### src/rtl/exception_sequencer.sv
`default_nettype none
// ============================================================================
// Module      : exception_sequencer
// Description : Multicycle exception sequencer for the MIPS datapath. On an
//               invalid-opcode, overflow or divide-by-zero event it stalls the
//               main control unit, saves PC-4 into EPC, reads the handler
//               address byte from a fixed vector in memory and loads it into
//               the PC before handing control back.
// Revision    : 1.0 - initial release
// ============================================================================
module exception_sequencer #(
    parameter int unsigned VEC_OPCODE = 253,
    parameter int unsigned VEC_OVF    = 254,
    parameter int unsigned VEC_DIV0   = 255,
    parameter int unsigned MEM_LAT    = 1
) (
    input  logic        clk,
    input  logic        reset,
    input  logic        exc_opcode,
    input  logic        exc_ovf,
    input  logic        exc_div0,
    input  logic [31:0] pc_in,
    input  logic [31:0] mem_rdata,
    output logic        busy,
    output logic        mem_sel,
    output logic [31:0] mem_addr,
    output logic        pc_w,
    output logic [31:0] pc_data,
    output logic [31:0] epc,
    output logic [1:0]  cause
);

    typedef enum logic [2:0] {
        S_IDLE  = 3'd0,
        S_SAVE  = 3'd1,
        S_FETCH = 3'd2,
        S_WAIT  = 3'd3,
        S_LOAD  = 3'd4
    } state_t;

    localparam logic [1:0] CAUSE_NONE   = 2'b00;
    localparam logic [1:0] CAUSE_OPCODE = 2'b01;
    localparam logic [1:0] CAUSE_OVF    = 2'b10;
    localparam logic [1:0] CAUSE_DIV0   = 2'b11;

    // Counter is 3 bits wide because the memory latency is limited to 1..7.
    localparam logic [2:0] LAT_LOAD = 3'(MEM_LAT);

    state_t      state;
    logic [2:0]  wait_cnt;
    logic [31:0] vec_addr;
    logic        any_exc;
    logic [1:0]  new_cause;

    // Only the handler byte is used; the upper read data is intentionally dropped.
    logic        unused_rdata_hi;
    assign unused_rdata_hi = ^mem_rdata[31:8];

    assign any_exc = exc_opcode | exc_ovf | exc_div0;

    // Priority encode simultaneous events: opcode beats overflow beats div0.
    always_comb begin
        new_cause = CAUSE_NONE;
        if (exc_opcode) begin
            new_cause = CAUSE_OPCODE;
        end else if (exc_ovf) begin
            new_cause = CAUSE_OVF;
        end else if (exc_div0) begin
            new_cause = CAUSE_DIV0;
        end
    end

    // Handler vector address chosen from the latched cause only.
    always_comb begin
        vec_addr = VEC_DIV0;
        case (cause)
            CAUSE_OPCODE: vec_addr = VEC_OPCODE;
            CAUSE_OVF:    vec_addr = VEC_OVF;
            default:      vec_addr = VEC_DIV0;
        endcase
    end

    // Sequencer FSM; every output is registered alongside the state it belongs to.
    always_ff @(posedge clk or negedge reset) begin
        if (!reset) begin
            state    <= S_IDLE;
            wait_cnt <= 3'd0;
            busy     <= 1'b0;
            mem_sel  <= 1'b0;
            mem_addr <= 32'd0;
            pc_w     <= 1'b0;
            pc_data  <= 32'd0;
            epc      <= 32'd0;
            cause    <= CAUSE_NONE;
        end else begin
            case (state)
                S_IDLE: begin
                    // Events are only looked at here; anything arriving while
                    // busy is dropped rather than queued.
                    if (any_exc) begin
                        cause <= new_cause;
                        busy  <= 1'b1;
                        state <= S_SAVE;
                    end
                end

                S_SAVE: begin
                    // Wraps modulo 2^32, so PC 0 yields FFFF_FFFC.
                    epc      <= pc_in - 32'd4;
                    mem_sel  <= 1'b1;
                    mem_addr <= vec_addr;
                    state    <= S_FETCH;
                end

                S_FETCH: begin
                    wait_cnt <= LAT_LOAD;
                    state    <= S_WAIT;
                end

                S_WAIT: begin
                    // Leaving on the edge where the count reaches zero; the
                    // handler byte is captured on that same edge.
                    if (wait_cnt <= 3'd1) begin
                        wait_cnt <= 3'd0;
                        pc_w     <= 1'b1;
                        pc_data  <= {24'd0, mem_rdata[7:0]};
                        state    <= S_LOAD;
                    end else begin
                        wait_cnt <= wait_cnt - 3'd1;
                    end
                end

                S_LOAD: begin
                    // PC takes pc_data on this edge; release the datapath.
                    pc_w     <= 1'b0;
                    pc_data  <= 32'd0;
                    mem_sel  <= 1'b0;
                    mem_addr <= 32'd0;
                    busy     <= 1'b0;
                    state    <= S_IDLE;
                end

                default: begin
                    wait_cnt <= 3'd0;
                    busy     <= 1'b0;
                    mem_sel  <= 1'b0;
                    mem_addr <= 32'd0;
                    pc_w     <= 1'b0;
                    pc_data  <= 32'd0;
                    state    <= S_IDLE;
                end
            endcase
        end
    end

endmodule
`default_nettype wire

### config.mk
export PLATFORM = sky130hd
export DESIGN_NAME = exception_sequencer
export DESIGN_NICKNAME = d
export VERILOG_FILES = /design/src/rtl/exception_sequencer.sv
export SDC_FILE = /design/constraint.sdc
export NUM_CORES = 1
export LEC_CHECK = 0
export CAP_MARGIN = 20
export CORE_MARGIN = 2
export CORE_UTILIZATION = 39
export DETAILED_ROUTE_END_ITERATION = 8
export HOLD_SLACK_MARGIN = 0.1
export PLACE_DENSITY_LB_ADDON = 0.05
export SLEW_MARGIN = 20
export SYNTH_ARGS = -nofsm -noshare
export SYNTH_HDL_FRONTEND = slang
export SYNTH_SLANG_ARGS = --single-unit
### constraint.sdc
create_clock -name clk -period 2.1 [get_ports clk]
set_input_delay 0.42 -clock clk [delete_from_list [all_inputs] [get_ports clk]]
set_output_delay 0.42 -clock clk [all_outputs]
set_load 0.01 [all_outputs]
==> flow_summary.yaml <==
place:
  numPortBuffers: 97
  dpl.cell_count: 546
  routabilityCongestion: 0.790
  hpwl_um: 4970
  place_area_mm2: 0.00416
routing:
  viasPerCell: 4.46
  drtIter0Drc: 66
  vias: 2471
  ant_nets: 0
  dr.pass1.iters: 4
  drc: 0
  drt-total-wl_um: 6600
  wl_per_cell_um: 11.9
setup_path:
  worst_setup_path_start_kind: "input pin"
  crit_arrival_ns: 2.18
  cp.required_ns: 2.27
  path_class: "in -> reg"
  endpoint_kind: "flop"
  path_max_fanout: 7
global_routing:
  grtUsageMet3_pct: 3.70
  use_met1_pct: 20.0
  grt-ovfl-total: 0
  antenna_found_initial: 0
  grt-busiest-layer: "met2"
  grt_first_pass_wirelength_um: 11000
  grt_start_max_net_pins: 62
  grt_use_met2_pct: 28.3
  grtUsageTotal_pct: 16.0
  grt_pass1_vias: 2389
sta:
  max_freq_mhz: 498
  relSlewSlack_pct: 64.9
  finClkSkew_ns: 0.00242
  tightest_slew_ns: 0.526
  min_period_ns: 2.01
  hold_violations: 0
  rsz0062_at_grt: "yes"
  report.final.slew_viol_count: 0
  post-route-period-util_pct: 95.7
  setup_viol: 0
power_and_ir_drop:
  leakage_nw: 1.86
  powerDensity_mw_per_mm2: 1210
  pwr-share-clk_pct: 13.7
  power_frac_comb_pct: 51.7
  p_seq_share_pct: 34.6
  netSwitchingFraction_pct: 36.7
  peakVddDrop_v: 0.000499
  internal-power_mw: 3.28
  netSwitchingPower_mw: 1.90
clocking:
  cts.sinks: 53
  postCtsSetupRepairBufs: 0
  cts_tree: "built"
  insertion_delay_ns: 0.31
  clockBufferDepth: 2
  cts_inserted_buffers: 5
  root_buffer: "clkbuf_8"
  h-tree-depth: 2
  clk_pin_slew_ns: 0.10
layout:
  drive_gt1_share_pct: 14.4
  finalInstanceArea_mm2: 0.00428
  diodes: 0
  final_net_count: 523
  fin_cells: 554
  fill_cells: 718
  area_growth_pct: 41.1
logic_synthesis:
  synthAdderAreaFrac_pct: 1.24
  synth_mux_area_share_pct: 0
  synth_top_area_share_pct: 43.7
  yosys.area_share.simple_pct: 19.4
  ys.warnings.count: 0
  synth_cells: 324
  syn_avg_cell_area_um2: 9.36
  yosysTopAreaCell: "dfrtp_1"
  synth_xor_area_share_pct: 7.80
  netlist_top_cells_area: "dfrtp_1 44%, buf_4 14%, xnor2_1 6.1%, nand2_1 5.4%, o21ai_0 5.1%"
  syn_area_mm2: 0.00303
  synth_top_family_by_area: "simple AND/OR/NAND/NOR gates"
  synth_compound_area_share_pct: 11.6
  ys_seq_area_share_pct: 43.7
  synth_cell_types: 45
  ys_ff_latch: 53
floorplan:
  die_h_um: 92.2
  core-area_mm2: 0.00765
  chipWidth_um: 92.2
  num_io_pins: 170
  fp.dieArea_mm2: 0.00849
  rows: 32
  start_util_pct: 39.6
job:
  drv_cap: 0
run_status:
  status: "finished clean"
hold_path:
  min_path_type: "in -> async"
per-layer routing:
metal	vias up	share of wire, %
met1	1158	44
met4	0	0.80
met2	60	50
met5	-	0
met3	6	5.1
li1	1247	-
synth_stat cells, drive strengths merged:
| cell | n |
|---|---|
| o21ai | 33 |
| dfrtp | 53 |
| inv | 8 |
| nand2 | 45 |
| or2 | 1 |
| o21ba | 1 |
| nor3 | 12 |
| xor2 | 6 |
| a211oi | 1 |
| nand3 | 4 |
| nor4 | 13 |
| or4 | 1 |
| a21o | 2 |
| nor2 | 16 |
| o41ai | 1 |
| buf | 56 |
| nand2b | 4 |
| xnor2 | 21 |
| a22oi | 1 |
| o22ai | 1 |
| clkbuf | 9 |
| conb | 1 |
| or3 | 3 |
| or3b | 1 |
| a21oi | 6 |
| nand3b | 1 |
| ha | 3 |
| a311oi | 1 |
| a22o | 8 |
| and2 | 1 |
| a31oi | 3 |
| nor3b | 2 |
| nand4 | 2 |
| nor2b | 3 |
cell families after synthesis:
family,Yosys count
DFF,53
other,1
adders and majority gates,3
and+or+nand+nor,109
xor gates and xnor gates,27
buffers and inverters,73
AOI/OAI and AO/OA,58
final timing paths:
check                           cells after the start   startpoint    endpoint  slack, ns
worst max-delay path                                7     pc_in[3]     epc[29]       0.09
worst min-delay path                                2        reset    cause[1]       0.09
worst max register to register                      7  wait_cnt[1]  pc_data[0]       0.47
worst min register to register                      2      epc[22]     epc[22]       0.48
max in group asynchronous                           2        reset     epc[22]       1.76
min in group clk                                    2      epc[22]     epc[22]       0.48
flip-flops by register name, indices dropped and copies added, names as in the netlist:
name,cells
state,3
busy,1
cause,2
epc,32
pc_w,1
wait_cnt,3
pc_data,8
mem_addr,3
power by group through the flow:
stage	Clock, mW	Combinational (mW)	Sequential (mW)
global route	0.765	2.98	1.87
floorplan	0	1.28	1.98
CTS	0.728	2.72	1.81
finish	0.710	2.68	1.79
global placement	0	2.67	1.81
detailed placement	0	2.71	1.82
through the flow:
step / utilization (%) / setup WS, ns / total power, mW / setup TNS, ns / hold WS (ns)
after floorplan: - / 0.327 / 3.26 / 0 / 0.124
after global placement: 54.4 / -0.221 / 4.48 / -2.11 / 0.442
after detailed placement: 54.4 / -0.266 / 4.53 / -2.47 / 0.442
after CTS: 55.9 / 0.0794 / 5.25 / 0 / 0.101
after global routing: 55.9 / -0.0102 / 5.61 / -0.0201 / 0.115
final: 55.9 / 0.0905 / 5.18 / 0 / 0.0895
repair_timing:
| action | CTS | global route |
|---|---|---|
| hold buffers | 0 | 0 |
| gates resized for setup | 0 | 0 |
| setup endpoints to repair | 0 | 2 |
cells in the final DEF, fill, tap and decap left out, types with 4 or more instances in the layout:
master and instances:
a22o_1 8, xnor2_1 21, conb_1 48, a21oi_1 6, nand2_1 44, nor3_1 11, inv_1 8, nand2b_1 4
nor4_1 9, nor2_1 16, dfrtp_1 53, xor2_1 6, clkbuf_8 5, clkdlybuf4s50_1 96, o21ai_0 31, buf_4 40
area by class of cell:
class	count	area, um^2	area share [%]
Clock buffer	5	68.8	1.61
Clock inverter	3	46.3	1.08
Inverter	8	30.0	0.702
Multi-Input combinational cell	245	1390	32.6
Sequential cell	53	1330	31.0
Tap cell	102	128	2.98
Timing Repair Buffer	138	1290	30.1
worst max-delay path, cell delays in order:
cell and delay (ns):
clkdlybuf4s50_1 0.42, buf_4 0.14, nor3_1 0.34, nand3_2 0.25, nor4_1 0.35, xnor2_1 0.17, o21ai_0 0.09
(Power assumes the default switching activity.)
